`src/rtl/seq_serializer.sv`:
```
// seq_serializer: parallel-in/serial-out stage feeding the 1011 sequence detector.
// Words enter through a 2-entry FIFO over a valid/ready handshake and leave one
// bit per clock on ser_o. Consecutive words are streamed with no idle gap.
//
// Ports:
//   clk, rst_n    clock (rising edge), asynchronous active-low reset
//   in_data       WIDTH-bit parallel word, sampled on the push edge
//   in_valid      in_data valid
//   in_ready      FIFO not full (registered)
//   ser_o         serial bit, IDLE_BIT when no word is in flight
//   ser_valid_o   ser_o carries a data bit
//   busy_o        FIFO non-empty or shifter active
//   words_sent_o  count of fully shifted words, wraps at 2^16
module seq_serializer #(
  parameter int unsigned WIDTH     = 8,
  parameter bit          MSB_FIRST = 1'b1,
  parameter bit          IDLE_BIT  = 1'b0
) (
  input  logic             clk,
  input  logic             rst_n,
  input  logic [WIDTH-1:0] in_data,
  input  logic             in_valid,
  output logic             in_ready,
  output logic             ser_o,
  output logic             ser_valid_o,
  output logic             busy_o,
  output logic [15:0]      words_sent_o
);

  localparam int unsigned CNT_W = $clog2(WIDTH);
  localparam int unsigned OCC_W = 2;

  typedef enum logic {
    ST_IDLE  = 1'b0,
    ST_SHIFT = 1'b1
  } state_t;

  state_t             state_q, state_d;
  logic [WIDTH-1:0]   mem_q [2];
  logic               wr_ptr_q, rd_ptr_q;
  logic [OCC_W-1:0]   count_q, count_d;
  logic [WIDTH-1:0]   sreg_q, sreg_d;
  logic [CNT_W-1:0]   bit_cnt_q, bit_cnt_d;
  logic [15:0]        words_d;
  logic               ser_d, ser_valid_d, busy_d, ready_d;
  logic               push_c, pop_c, empty_c, last_c;
  logic [WIDTH-1:0]   head_c;

  // Arrange a word so the first bit to send always sits in the MSB of the shifter.
  function automatic logic [WIDTH-1:0] order_bits(input logic [WIDTH-1:0] w);
    logic [WIDTH-1:0] r;
    r = w;
    if (!MSB_FIRST) begin
      for (int unsigned i = 0; i < WIDTH; i++) begin
        r[i] = w[WIDTH-1-i];
      end
    end
    return r;
  endfunction

  assign push_c  = in_valid && in_ready;
  assign empty_c = (count_q == OCC_W'(0));
  assign last_c  = (bit_cnt_q == CNT_W'(WIDTH - 1));
  assign head_c  = mem_q[rd_ptr_q];

  // State register
  always_ff @(posedge clk or negedge rst_n) begin
    if (!rst_n) begin
      state_q <= ST_IDLE;
    end else begin
      state_q <= state_d;
    end
  end

  // Next-state, pop decision and next values of all registered outputs
  always_comb begin
    state_d   = state_q;
    pop_c     = 1'b0;
    sreg_d    = sreg_q;
    bit_cnt_d = bit_cnt_q;
    words_d   = words_sent_o;
    count_d   = count_q;

    case (state_q)
      ST_IDLE: begin
        if (!empty_c) begin
          pop_c     = 1'b1;
          sreg_d    = order_bits(head_c);
          bit_cnt_d = CNT_W'(0);
          state_d   = ST_SHIFT;
        end
      end
      ST_SHIFT: begin
        if (!last_c) begin
          sreg_d    = sreg_q << 1;
          bit_cnt_d = bit_cnt_q + CNT_W'(1);
        end else begin
          words_d = words_sent_o + 16'd1;
          // Reload straight from the FIFO so the stream stays gapless.
          if (!empty_c) begin
            pop_c     = 1'b1;
            sreg_d    = order_bits(head_c);
            bit_cnt_d = CNT_W'(0);
          end else begin
            state_d = ST_IDLE;
          end
        end
      end
      default: state_d = ST_IDLE;
    endcase

    case ({push_c, pop_c})
      2'b10:   count_d = count_q + OCC_W'(1);
      2'b01:   count_d = count_q - OCC_W'(1);
      default: count_d = count_q;
    endcase

    ser_d       = (state_d == ST_SHIFT) ? sreg_d[WIDTH-1] : IDLE_BIT;
    ser_valid_d = (state_d == ST_SHIFT);
    busy_d      = (state_d == ST_SHIFT) || (count_d != OCC_W'(0));
    ready_d     = (count_d != OCC_W'(2));
  end

  // FIFO storage and pointers
  always_ff @(posedge clk or negedge rst_n) begin
    if (!rst_n) begin
      mem_q[0] <= '0;
      mem_q[1] <= '0;
      wr_ptr_q <= 1'b0;
      rd_ptr_q <= 1'b0;
      count_q  <= '0;
    end else begin
      if (push_c) begin
        mem_q[wr_ptr_q] <= in_data;
        wr_ptr_q        <= ~wr_ptr_q;
      end
      if (pop_c) begin
        rd_ptr_q <= ~rd_ptr_q;
      end
      count_q <= count_d;
    end
  end

  // Shifter, counters and registered outputs
  always_ff @(posedge clk or negedge rst_n) begin
    if (!rst_n) begin
      sreg_q       <= '0;
      bit_cnt_q    <= '0;
      words_sent_o <= '0;
      ser_o        <= IDLE_BIT;
      ser_valid_o  <= 1'b0;
      busy_o       <= 1'b0;
      in_ready     <= 1'b1;
    end else begin
      sreg_q       <= sreg_d;
      bit_cnt_q    <= bit_cnt_d;
      words_sent_o <= words_d;
      ser_o        <= ser_d;
      ser_valid_o  <= ser_valid_d;
      busy_o       <= busy_d;
      in_ready     <= ready_d;
    end
  end

endmodule

```
`config.mk`:
```
export PLATFORM = sky130hd
export DESIGN_NAME = seq_serializer
export DESIGN_NICKNAME = d
export VERILOG_FILES = /design/src/rtl/seq_serializer.sv
export SDC_FILE = /design/constraint.sdc
export NUM_CORES = 1
export LEC_CHECK = 0
export BUFFER_PORTS_ARGS = -buffer_cell sky130_fd_sc_hd__buf_2
export CAP_MARGIN = 0
export CORE_ASPECT_RATIO = 1.25
export CORE_MARGIN = 5
export CORE_UTILIZATION = 50
export DETAILED_ROUTE_END_ITERATION = 16
export PLACE_DENSITY_LB_ADDON = 0.12
export SYNTH_ARGS = -nofsm -noshare
export SYNTH_HDL_FRONTEND = slang
export SYNTH_SLANG_ARGS = --single-unit
export TNS_END_PERCENT = 1
```
`constraint.sdc`:
```
create_clock -name clk -period 2.45 [get_ports clk]
set_input_delay 0.245 -clock clk [delete_from_list [all_inputs] [get_ports clk]]
set_output_delay 0.245 -clock clk [all_outputs]
set_load 0.05 [all_outputs]
```
== After elaboration in Yosys (flattened, before gate mapping) ==
Index checks and enable logic that the tools add are counted.

* Add/sub/neg operators: 4
* Bitwise gates (word level): 5
* Magnitude comparators: 3
* Multiplexer cells: 19
* Equality and inequality tests: 4
* Reductions and logical operators: 6

{| class="wikitable"
|+ Operators with widths
! kind !! count
|-
| two-way mux 8 bit || 6
|-
| adder 16 x 1 -> 16 bit, second input constant || 1
|-
| bitwise mux 16 bit || 1
|-
| case mux 8 bit (2 select lines) || 1
|-
| demux 8 bit (select 1 bit) || 1
|-
| two-way mux 3 bit || 2
|-
| case mux 3 bit (2 select lines) || 1
|-
| >= comparator 2 bit, second input constant || 2
|-
| two-way mux 1 bit || 4
|-
| inverter 1 -> 2 bit || 2
|-
| case mux 1 bit (2 select lines) || 2
|-
| case mux 2 bit (2 select lines) || 1
|-
| adder 3 x 1 -> 3 bit, second input constant || 1
|-
| == test 3 bit, second input constant || 1
|-
| inverter 1 bit || 3
|-
| adder 2 x 1 -> 2 bit, second input constant || 1
|-
| == test 2 x 1 -> 1 bit, second input constant || 1
|-
| == test 2 bit, second input constant || 1
|-
| logical AND 1 bit || 2
|-
| logical NOT 2 bit || 1
|-
| less-than comparator 2 x 1 -> 1 bit, second input constant || 1
|-
| != test 2 bit, second input constant || 1
|-
| AND reduction 2 bit || 1
|-
| nonzero test 2 bit || 1
|-
| other kinds (2) || 2
|}

* Register bits: 51
* Input port bits: 11

== Logic depth before layout (Yosys ltp) ==
Gate-level depths: netlist of run 1.

* Word-level depth: 8
* Depth in mapped cells: 10

== Worst setup path before layout of run 1 ==
Ideal clock, no wire load.

* Path kind: register to register
* Start point: reg bit_cnt_q[0]
* End point: reg in_ready
* Setup slack: 0.484 ns
* Arrival: 1.885 ns
* Stages on the path, launching flop included: 10
* Clock period less this slack: 1.966 ns
* Cells stage by stage: dfrtp_1 ha_1 ha_1 nor2b_1 buf_2 nor2_1 ha_1 nor2_1 xor2_1 nand2b_1

* Word-level cells in the longest chain between the ends: 6
* Elaborated cells on any way between the ends: 7
* Those cells by class: eq/ne: 4; mux: 3

{| class="wikitable"
|+ RTL lines
! element !! RTL line !! source
|-
| from (decl) || 43 || <nowiki>logic [CNT_W-1:0] bit_cnt_q, bit_cnt_d;</nowiki>
|-
| from (signal assigned) || 156 || <nowiki>bit_cnt_q <= bit_cnt_d;</nowiki>
|-
| == test 3 bit * || 63 || <nowiki>assign last_c = (bit_cnt_q == CNT_W'(WIDTH - 1));</nowiki>
|-
| two-way mux 1 bit * || 94 || <nowiki>if (!last_c) begin</nowiki>
|-
| case mux 1 bit (2 select lines) * || 84 || <nowiki>case (state_q)</nowiki>
|-
| == test 2 x 1 -> 1 bit or == test 2 bit (tied branches) || 112 || <nowiki>case ({push_c, pop_c})</nowiki>
|-
| case mux 2 bit (2 select lines) * || 112 ||
|-
| named net count_d[1] || 41 || <nowiki>logic [OCC_W-1:0] count_q, count_d;</nowiki>
|-
| != test 2 bit * || 121 || <nowiki>ready_d = (count_d != OCC_W'(2));</nowiki>
|-
| named net ready_d || 45 || <nowiki>logic ser_d, ser_valid_d, busy_d, ready_d;</nowiki>
|-
| to (signal assigned) || 161 || <nowiki>in_ready <= ready_d;</nowiki>
|-
| to (decl) || 23 || <nowiki>output logic in_ready,</nowiki>
|}

Mark *: on every way through the listed nets, which the timed path passes. The rest lies on a longest branch.
A chain may end at the register's enable or synchronous reset.

== Worst setup path in the final report of run 1 ==
Ends and elaborated chain as after synthesis.

==> flow_summary.toml, run 1 <==
[status]
status = "complete, no violations"

[floorplan]
initial_core_util_pct = 52.2
die_x_um = 68.8
die-height_um = 83.5
core_um2 = 4130
num_io_pins = 31
rows = 26
die_area_um2 = 5740

[synth]
synth.distinct_cells = 29
yosysTopAreaCell = "dfrtp_1"
synth.avg_cell_area_um2 = 12.4
synth.top_cell.area_share_pct = 56.8
ys_seq_elements = 50
yosysWarnings = 0
synth_seq_area_share_pct = 58.0
ys_top_cells_by_count = "dfrtp_1 (49), nand2_1 (19), mux2_2 (18), xnor2_1 (13), nor2_1 (11)"
synth_edf_count = 0
synth_ff_type = "dfrtp_1"
netlist_instances = 174
syn_nets = 189
syn_area_um2 = 2160
synth_most_common_cell = "dfrtp_1"
synthArstFlopShare_pct = 100
yosys-top-cells-area = "dfrtp_1 (57%), mux2_2 (9.4%), xnor2_1 (5.3%)"

[cells_and_area]
drive_above_1_share_pct = 30.8
final_nets = 225
area.growth.synth_to_final_pct = 15.7
antenna_cells = 0
design_area_um2 = 2500
layout.filler_cells = 373
multi_input_area_um2 = 875
seq_area_um2 = 1250

[drt]
vias = 1386
wirelength_mm = 3.78
avgViaCountPerCell = 5.19
drt-initial-drc-count = 31
dr.pass1.iters = 4
routedWlPerCell_um = 14.1
antenna_left = 0
drc_errors = 0

[sta]
hold_viol = 0
fin_crit_sh_pct = 78.7
relSlewSlack_pct = 62.2
rsz0062_at_grt = "false"
finalCriticalPeriod_ns = 1.93
report.final.setup_viol = 0
hold_slack_ns = 0.187
fin_tns_setup_ns = 0
finalMaxSlewViolations = 0
fmax_ghz = 0.518
worst_pin_slew_ns = 0.562
fin_worst_skew_ns = 0.00400

[clock_network]
cts_buffer_depth = 2
cts-root-buf = "clkbuf_8"
clkLatencyLatePin_ns = 0.30
cts.repair.resized = 0
cts_buffers = 5
cts_tree = "done"
cts.hold.buffers_added = 1
cts_setup_buffers = 0
cts_max_level = 2
cts_sinks = 50
clk_pin_slew_ns = 0.09

[worst_setup_path]
worstPathMaxFanout = 3
cp_slowest_cell = "dfrtp_1"
worstSetupStartpointType = "flip-flop"
crit_family = "adder cells"
r2r_slack_ns = 0.52
crit_end = "in_ready$_DFF_PN1_"
worstPathRequired_ns = 2.68
crit_chain = "ha_1, ha_1, nor2b_1, nor2_1, ha_1, nor2_1, xor2_1, nand2b_1"
timing.rr.end = "in_ready$_DFF_PN1_"
reg2reg_from = "bit_cnt_q[0]$_DFF_PN0_"
cp.arrival_ns = 2.16
end_kind = "flip-flop"
crit_type = "reg2reg"
critPathMaxStageDelay_ns = 0.39
crit_buf_inv = 0
r2r_cells = 8
cp-startpoint = "bit_cnt_q[0]$_DFF_PN0_"
path_common_cell = "ha_1"
path_depth = 8

[power]
pwr-share-clk_pct = 18.4
p_leak_nw = 1.21
ir_worst_vdd_v = 0.000654
swShare_pct = 36.6
p_int_mw = 1.88
p_seq_share_pct = 45.9
p_sw_mw = 1.08
pwr-share-comb_pct = 35.7
power_density_nw_per_um2 = 1190
power.total_mw = 2.96

[place]
gp_congestion = 0.750
io_buffer_count = 30
hpwl_mm = 2.83
placed_area_um2 = 2380

[global_route]
grt.overflow.total = 0
grt.total_usage_pct = 14.9
grt_pass1_wl_mm = 6.58
antenna_found_initial = 0
grt_max_degree = 31
grt_pass1_vias = 1483

[worst_hold_path]
hold_path_class = "in2reg"

[flow_run]
max_cap_violations = 0
[flip-flops by register name (all words and copies together) (netlist names)]
| signal | count |
|---|---|
| bit_cnt_q | 3 |
| rd_ptr_q | 1 |
| count_q | 2 |
| sreg_q | 7 |
| busy_o | 1 |
| mem_q | 16 |
| ser_valid_o | 1 |
| words_sent_o | 16 |
| ser_o | 1 |
| wr_ptr_q | 1 |
| in_ready | 1 |
[metal layers]
metal	track usage (%)	vias up	share of wire, %	wire (um)
met5	0	-	0	0
met1	16.7	689	41	1540
met4	4.26	0	1.4	53
met2	26.3	26	54	2030
met3	4.45	6	4.1	153
li1	-	665	-	-
[layout by cell type, fill, tap and decap left out, drive strengths merged, types with 2 or more instances in the layout]
cell type	synthesis	layout
dfrtp	49	49
buf	4	33
nand2	19	19
mux2	18	18
xnor2	13	13
nor2	12	12
mux2i	8	8
clkbuf	1	8
a21oi	7	7
nand3	7	7
o21ai	6	6
xor2	6	6
ha	4	4
nand4	4	4
nor3	3	3
a22o	2	2
inv	2	2
and3	2	2
nor4	2	2
[through the flow]
step	cells	utilization (%)	setup slack, ns
floorplan	174	-	0.484
global placement	258	57.5	0.626
detailed placement	258	57.5	0.547
CTS	267	60.4	0.507
global route	267	60.4	0.328
finish	267	60.4	0.521
[area by class of cell]
type                       instances  area share [%]
sequential                        50            50.2
inverter                           2           0.301
clock buffer                       8            4.41
tap                               56            2.81
timing repair buffer              34            7.31
multi-input combinational        117            35.0
[worst min-delay path by stage]
stage	startpoint	depth (start not counted)	end	slack, ns
after floorplan	rst_n	0	bit_cnt_q[0]$_DFF_PN0_	-0.05
after CTS	in_data[4]	2	mem_q[4]$_DFFE_PN0P_	0.18
after global routing	in_data[4]	2	mem_q[12]$_DFFE_PN0P_	0.17
final	in_data[4]	2	mem_q[4]$_DFFE_PN0P_	0.19
after detailed placement	rst_n	1	words_sent_o[6]$_DFFE_PN0P_	0.23
after global placement	rst_n	1	words_sent_o[6]$_DFFE_PN0P_	0.22
[worst register-to-register path: stages, from the launching register on]
cell	delay (ns)
dfrtp_1	0.39
ha_1	0.20
ha_1	0.23
nor2b_1	0.16
nor2_1	0.10
ha_1	0.33
nor2_1	0.15
xor2_1	0.20
nand2b_1	0.09
[cell families (layout without fill, tap and decap cells)]
kind of cell	after synthesis	count (layout)	share of synthesized area (%)
compound gates	16	16	4.17
xor+xnor	19	19	7.71
fa+ha+maj	4	4	2.32
buf+inv	7	44	1.45
flops	50	50	58.0
mux	26	26	13.1
simple gates	52	52	13.2
[power groups by stage]
stage,clock [mW],sequential (mW),combinational [mW]
6_report,0.545,1.36,1.06
5_1_grt,0.601,1.40,1.18
4_1_cts,0.563,1.36,1.08
3_5_place_dp,0,1.38,1.07
3_3_place_gp,0,1.35,1.02
2_1_floorplan,0,1.45,0.724
Note: power is estimated with default switching activity, not from simulation.
==> run 2, diff against run 1 <==
clock period = 1.9 ns   (was 2.45 ns; I/O delays follow)
==> run 2 against run 1 <==
Critical path depth unchanged. Hold slack worse by 0.053 ns. Power up 28%. First-iteration DRC count up 6.5%. Clock skew grew 0.0048 ns. Die area unchanged. Fmax grew 9.1%. Final cell count grew 1.1%. Count of clock-buffer cells in the layout fell by 1.
==> flow_summary.toml, run 2 (same netlist as run 1, synthesis figures left out) <==
[floorplan]
die_area_um2 = 5740
die-height_um = 83.5
die_x_um = 68.8
core_um2 = 4130
rows = 26
num_io_pins = 31
initial_core_util_pct = 52.2

[worst_setup_path]
worstSetupStartpointType = "flip-flop"
crit_buf_inv = 0
worstPathMaxFanout = 3
cp_slowest_cell = "dfrtp_1"
end_kind = "flip-flop"
crit_family = "adder cells"
critPathMaxStageDelay_ns = 0.39
crit_type = "reg2reg"
cp.arrival_ns = 2.00
crit_chain = "ha_1, ha_4, nor2b_4, nor2_1, ha_1, nor2_1, xor2_1, nand2b_1"
worstPathRequired_ns = 2.14

[global_route]
grt_max_degree = 27
grt.overflow.total = 0
grt_pass1_vias = 1416
grt_pass1_wl_mm = 6.20
antenna_found_initial = 0
grt.total_usage_pct = 14.4

[flow_run]
max_cap_violations = 0

[cells_and_area]
final_nets = 228
final_cell_mix = "dfrtp_1 (48), buf_2 (30), nand2_1 (19), mux2_2 (18), xnor2_1 (13)"
reg.largest.list = "mem_q (16), words_sent_o (16), sreg_q (7)"
drive_above_1_share_pct = 32.7
fin_util_pct = 61.4
area.growth.synth_to_final_pct = 17.4
design_area_um2 = 2530
antenna_cells = 0
final_common_cell = "dfrtp_1"

[sta]
finalMaxSlewViolations = 0
fin_crit_sh_pct = 93.1
hold_viol = 0
relSlewSlack_pct = 61.6
worst_pin_slew_ns = 0.577
fmax_ghz = 0.566
report.final.setup_viol = 0
rsz0062_at_grt = "false"
finalCriticalPeriod_ns = 1.77
fin_tns_setup_ns = 0
fin_worst_skew_ns = 0.00884

[drt]
met2_wirelength_mm = 1.94
drc_errors = 0
avgViaCountPerCell = 5.13
drt-met1-wl_mm = 1.43
highest_layer = "met4"
vias = 1385
antenna_left = 0
routedWlPerCell_um = 13.4
wirelength_mm = 3.63
dr.pass1.iters = 3
drt-initial-drc-count = 33
wl_met3_um = 191

[power]
p_int_mw = 2.41
p_seq_share_pct = 45.5
pwr-share-clk_pct = 16.3
pwr-share-comb_pct = 38.2
swShare_pct = 36.4
p_sw_mw = 1.38
p_leak_nw = 1.22
ir_worst_vdd_v = 0.000821
power_density_nw_per_um2 = 1500

[place]
io_buffer_count = 30
placed_area_um2 = 2400
hpwl_mm = 2.70
gp_congestion = 0.780

[clock_network]
cts_tree = "done"
clk_pin_slew_ns = 0.09
cts-root-buf = "clkbuf_8"
cts_buffers = 5
clkLatencyLatePin_ns = 0.30
cts_max_level = 2
cts_sinks = 50
cts_buffer_depth = 2

[worst_hold_path]
hold_path_class = "in2reg"

[status]
status = "complete, no violations"
run 2: cell types whose count changed in the layout (fill, tap and decap cells not counted), sizes merged:
cell    delta
buf        +3
clkbuf     -1
clkinv     +1
run 2: worst register-to-register path, stage by stage, from the launching register on:
cell and delay (ns):
dfrtp_1 0.39, ha_1 0.23, ha_4 0.19, nor2b_4 0.11, nor2_1 0.07, ha_1 0.31, nor2_1 0.12, xor2_1 0.20
nand2b_1 0.08
run 2: metal layers:
layer  vias up  global-route usage, %
li1        677                      -
met1       674                   15.6
met2        28                   25.2
met3         6                   2.96
met4         0                   7.45
met5         -                      0
run 2: path summary, 6_finish.rpt:
kind / startpoint / end / slack (ns) / cells past startpoint
setup / recovery: bit_cnt_q[0]$_DFF_PN0_ / in_ready$_DFF_PN1_ / 0.13 / 8
hold / removal: in_data[4] / mem_q[4]$_DFFE_PN0P_ / 0.13 / 2
setup reg to reg: bit_cnt_q[0]$_DFF_PN0_ / in_ready$_DFF_PN1_ / 0.13 / 8
hold reg to reg: words_sent_o[15]$_DFFE_PN0P_ / words_sent_o[15]$_DFFE_PN0P_ / 0.47 / 1
max in group asynchronous: rst_n / mem_q[8]$_DFFE_PN0P_ / 0.92 / 3
min in group asynchronous: rst_n / words_sent_o[5]$_DFFE_PN0P_ / 0.43 / 2
run 2: cell type report:
cell class,count,area [um^2]
inverters,2,7.51
repair buffers,37,218
well taps,56,70.1
clock buffers,7,86.3
multi-input cells,117,895
clock inverters,1,5.00
fillers,384,1600
flip-flops and latches,50,1250
run 2: power groups by stage:
stage,combinational (mW),clock (mW),sequential [mW]
2_1_floorplan,0.946,0,1.87
3_3_place_gp,1.37,0,1.73
3_5_place_dp,1.42,0,1.76
4_1_cts,1.42,0.649,1.74
5_1_grt,1.61,0.690,1.79
6_report,1.45,0.617,1.73
run 2: per-stage QoR:
| stage | hold WS (ns) | instances | power [mW] | setup slack [ns] |
|---|---|---|---|---|
| 2_1_floorplan | -0.106 | 174 | 2.82 | 0.0167 |
| 3_3_place_gp | 0.201 | 259 | 3.10 | 0.143 |
| 3_5_place_dp | 0.217 | 259 | 3.17 | 0.0610 |
| 4_1_cts | 0.121 | 268 | 3.81 | 0.0555 |
| 5_1_grt | 0.124 | 270 | 4.08 | 0.0120 |
| 6_report | 0.134 | 270 | 3.80 | 0.132 |
run 2: repair_timing:
action / in CTS / in global routing
endpoints found under the hold margin: 23 / 0
gates resized for setup: 0 / 2
endpoints found under the setup margin: 0 / 1
setup buffers: 0 / 2
hold buffers: 1 / 0
==> run 3, diff against run 2 <==
CORE_UTILIZATION = 55   (was 50)
CTS_BUF_LIST = sky130_fd_sc_hd__clkbuf_8   (was not set)
CTS_CLUSTER_DIAMETER = 60   (was not set)
==> run 3 against run 2 <==
Core utilization is 5.1 points higher. Register-to-register slack about the same. Clock skew is 0.0054 ns lower. Flip-flop and latch count unchanged. Largest cell class unchanged.
==> flow_summary.toml, run 3 (same netlist as run 1, synthesis figures left out) <==
[cells_and_area]
fin_util_pct = 66.4
area.growth.synth_to_final_pct = 16.5
drive_above_1_share_pct = 32.4
final_cell_mix = "dfrtp_1 (48), buf_2 (30), nand2_1 (19), mux2_2 (18), xnor2_1 (13)"
antenna_cells = 0
stdcell_count = 267
reg.largest.list = "mem_q (16), words_sent_o (16), sreg_q (7)"
final_nets = 227
multi_input_area_um2 = 895
seq_area_um2 = 1250
final_common_cell = "dfrtp_1"
layout.filler_cells = 294
design_area_um2 = 2510

[drt]
vias = 1408
drt-initial-drc-count = 40
dr.pass1.iters = 4
antenna_left = 0
avgViaCountPerCell = 5.27
wirelength_mm = 3.50
routedWlPerCell_um = 13.1
drc_errors = 0

[worst_setup_path]
r2r_slack_ns = 0.12
r2r_cells = 8
reg2reg_from = "bit_cnt_q[0]$_DFF_PN0_"
worstPathMaxFanout = 3
timing.rr.end = "in_ready$_DFF_PN1_"
worstPathRequired_ns = 2.12
crit_type = "reg2reg"
end_kind = "flip-flop"
cp.arrival_ns = 2.00
cp-startpoint = "bit_cnt_q[0]$_DFF_PN0_"
crit_end = "in_ready$_DFF_PN1_"
worstSetupStartpointType = "flip-flop"

[sta]
finalCriticalPeriod_ns = 1.78
fmax_ghz = 0.562
report.final.setup_viol = 0
hold_slack_ns = 0.140
fin_tns_setup_ns = 0
relSlewSlack_pct = 61.7
finalMaxSlewViolations = 0
hold_viol = 0
fin_worst_skew_ns = 0.00343
worst_pin_slew_ns = 0.574
fin_crit_sh_pct = 93.6
finalWorstSetupSlack_ns = 0.121

[status]
status = "complete, no violations"

[floorplan]
die_x_um = 66.0
die-height_um = 80.0
initial_core_util_pct = 57.0
rows = 25
core_um2 = 3780
num_io_pins = 31
die_area_um2 = 5290

[place]
pre_cts_ws_ns = 0.0294
dp.cells = 256
io_buffer_count = 30
hpwl_mm = 2.63
placed_area_um2 = 2390
gp_congestion = 0.724

[clock_network]
cts_sinks = 50
cts_buffer_depth = 2
clk_pin_slew_ns = 0.08
cts_max_level = 2
cts-root-buf = "clkbuf_8"
cts_tree = "done"
clkLatencyLatePin_ns = 0.29
cts_buffers = 5

[flow_run]
max_cap_violations = 0

[power]
power_density_nw_per_um2 = 1480
power.total_mw = 3.71
ir_worst_vdd_v = 0.00100
p_leak_nw = 1.21

[global_route]
antenna_found_initial = 0
grt_pass1_wl_mm = 6.20
grt.total_usage_pct = 14.9
grt_max_degree = 28
grt_pass1_vias = 1461
grt.overflow.total = 0

[worst_hold_path]
hold_path_class = "in2reg"
whs_path_depth = 2
## run 3: worst max-delay path, stage by stage (launching register included)
cell and delay, ns:
dfrtp_1 0.39, ha_2 0.20, ha_4 0.17, nor2b_2 0.12, nor2_1 0.08, ha_1 0.32, buf_4 0.15, xnor2_1 0.12
nand2b_1 0.15
## run 3: layer usage
layer | vias up | share of wire (%) | GRT usage (%)
met2 | 31 | 53 | 28.0
met3 | 5 | 4.4 | 2.82
met5 | - | 0 | 0
met1 | 699 | 41 | 16.2
li1 | 673 | - | -
met4 | 0 | 1.5 | 5.89
## run 3: timing repair
| item | CTS | global route |
|---|---|---|
| setup endpoints to repair | 0 | 2 |
| setup buffers | 0 | 2 |
| hold buffers | 1 | 0 |
| hold endpoints to repair | 23 | 0 |
| resized for setup | 0 | 3 |
## run 3: layout make-up
type,instances,share of cell area (%)
clock buffer,5,2.74
clock inverter,3,0.448
tap,54,2.69
inverter,2,0.299
sequential,50,49.9
multi-input combinational,117,35.6
timing repair buffer,36,8.36
## run 3: worst min path at each step
stage	start	end	slack, ns
detailed placement	rst_n	words_sent_o[3]$_DFFE_PN0P_	0.22
CTS	in_data[0]	mem_q[8]$_DFFE_PN0P_	0.13
floorplan	rst_n	bit_cnt_q[0]$_DFF_PN0_	-0.11
global placement	rst_n	words_sent_o[3]$_DFFE_PN0P_	0.20
finish	in_data[0]	mem_q[0]$_DFFE_PN0P_	0.14
global route	in_data[2]	mem_q[10]$_DFFE_PN0P_	0.13
## run 3: report_power, final
group | switching (mW) | internal, mW | leakage [nW]
sequential | 0.307 | 1.44 | 0.624
clock | 0.306 | 0.246 | 0.0519
combinational | 0.746 | 0.667 | 0.538
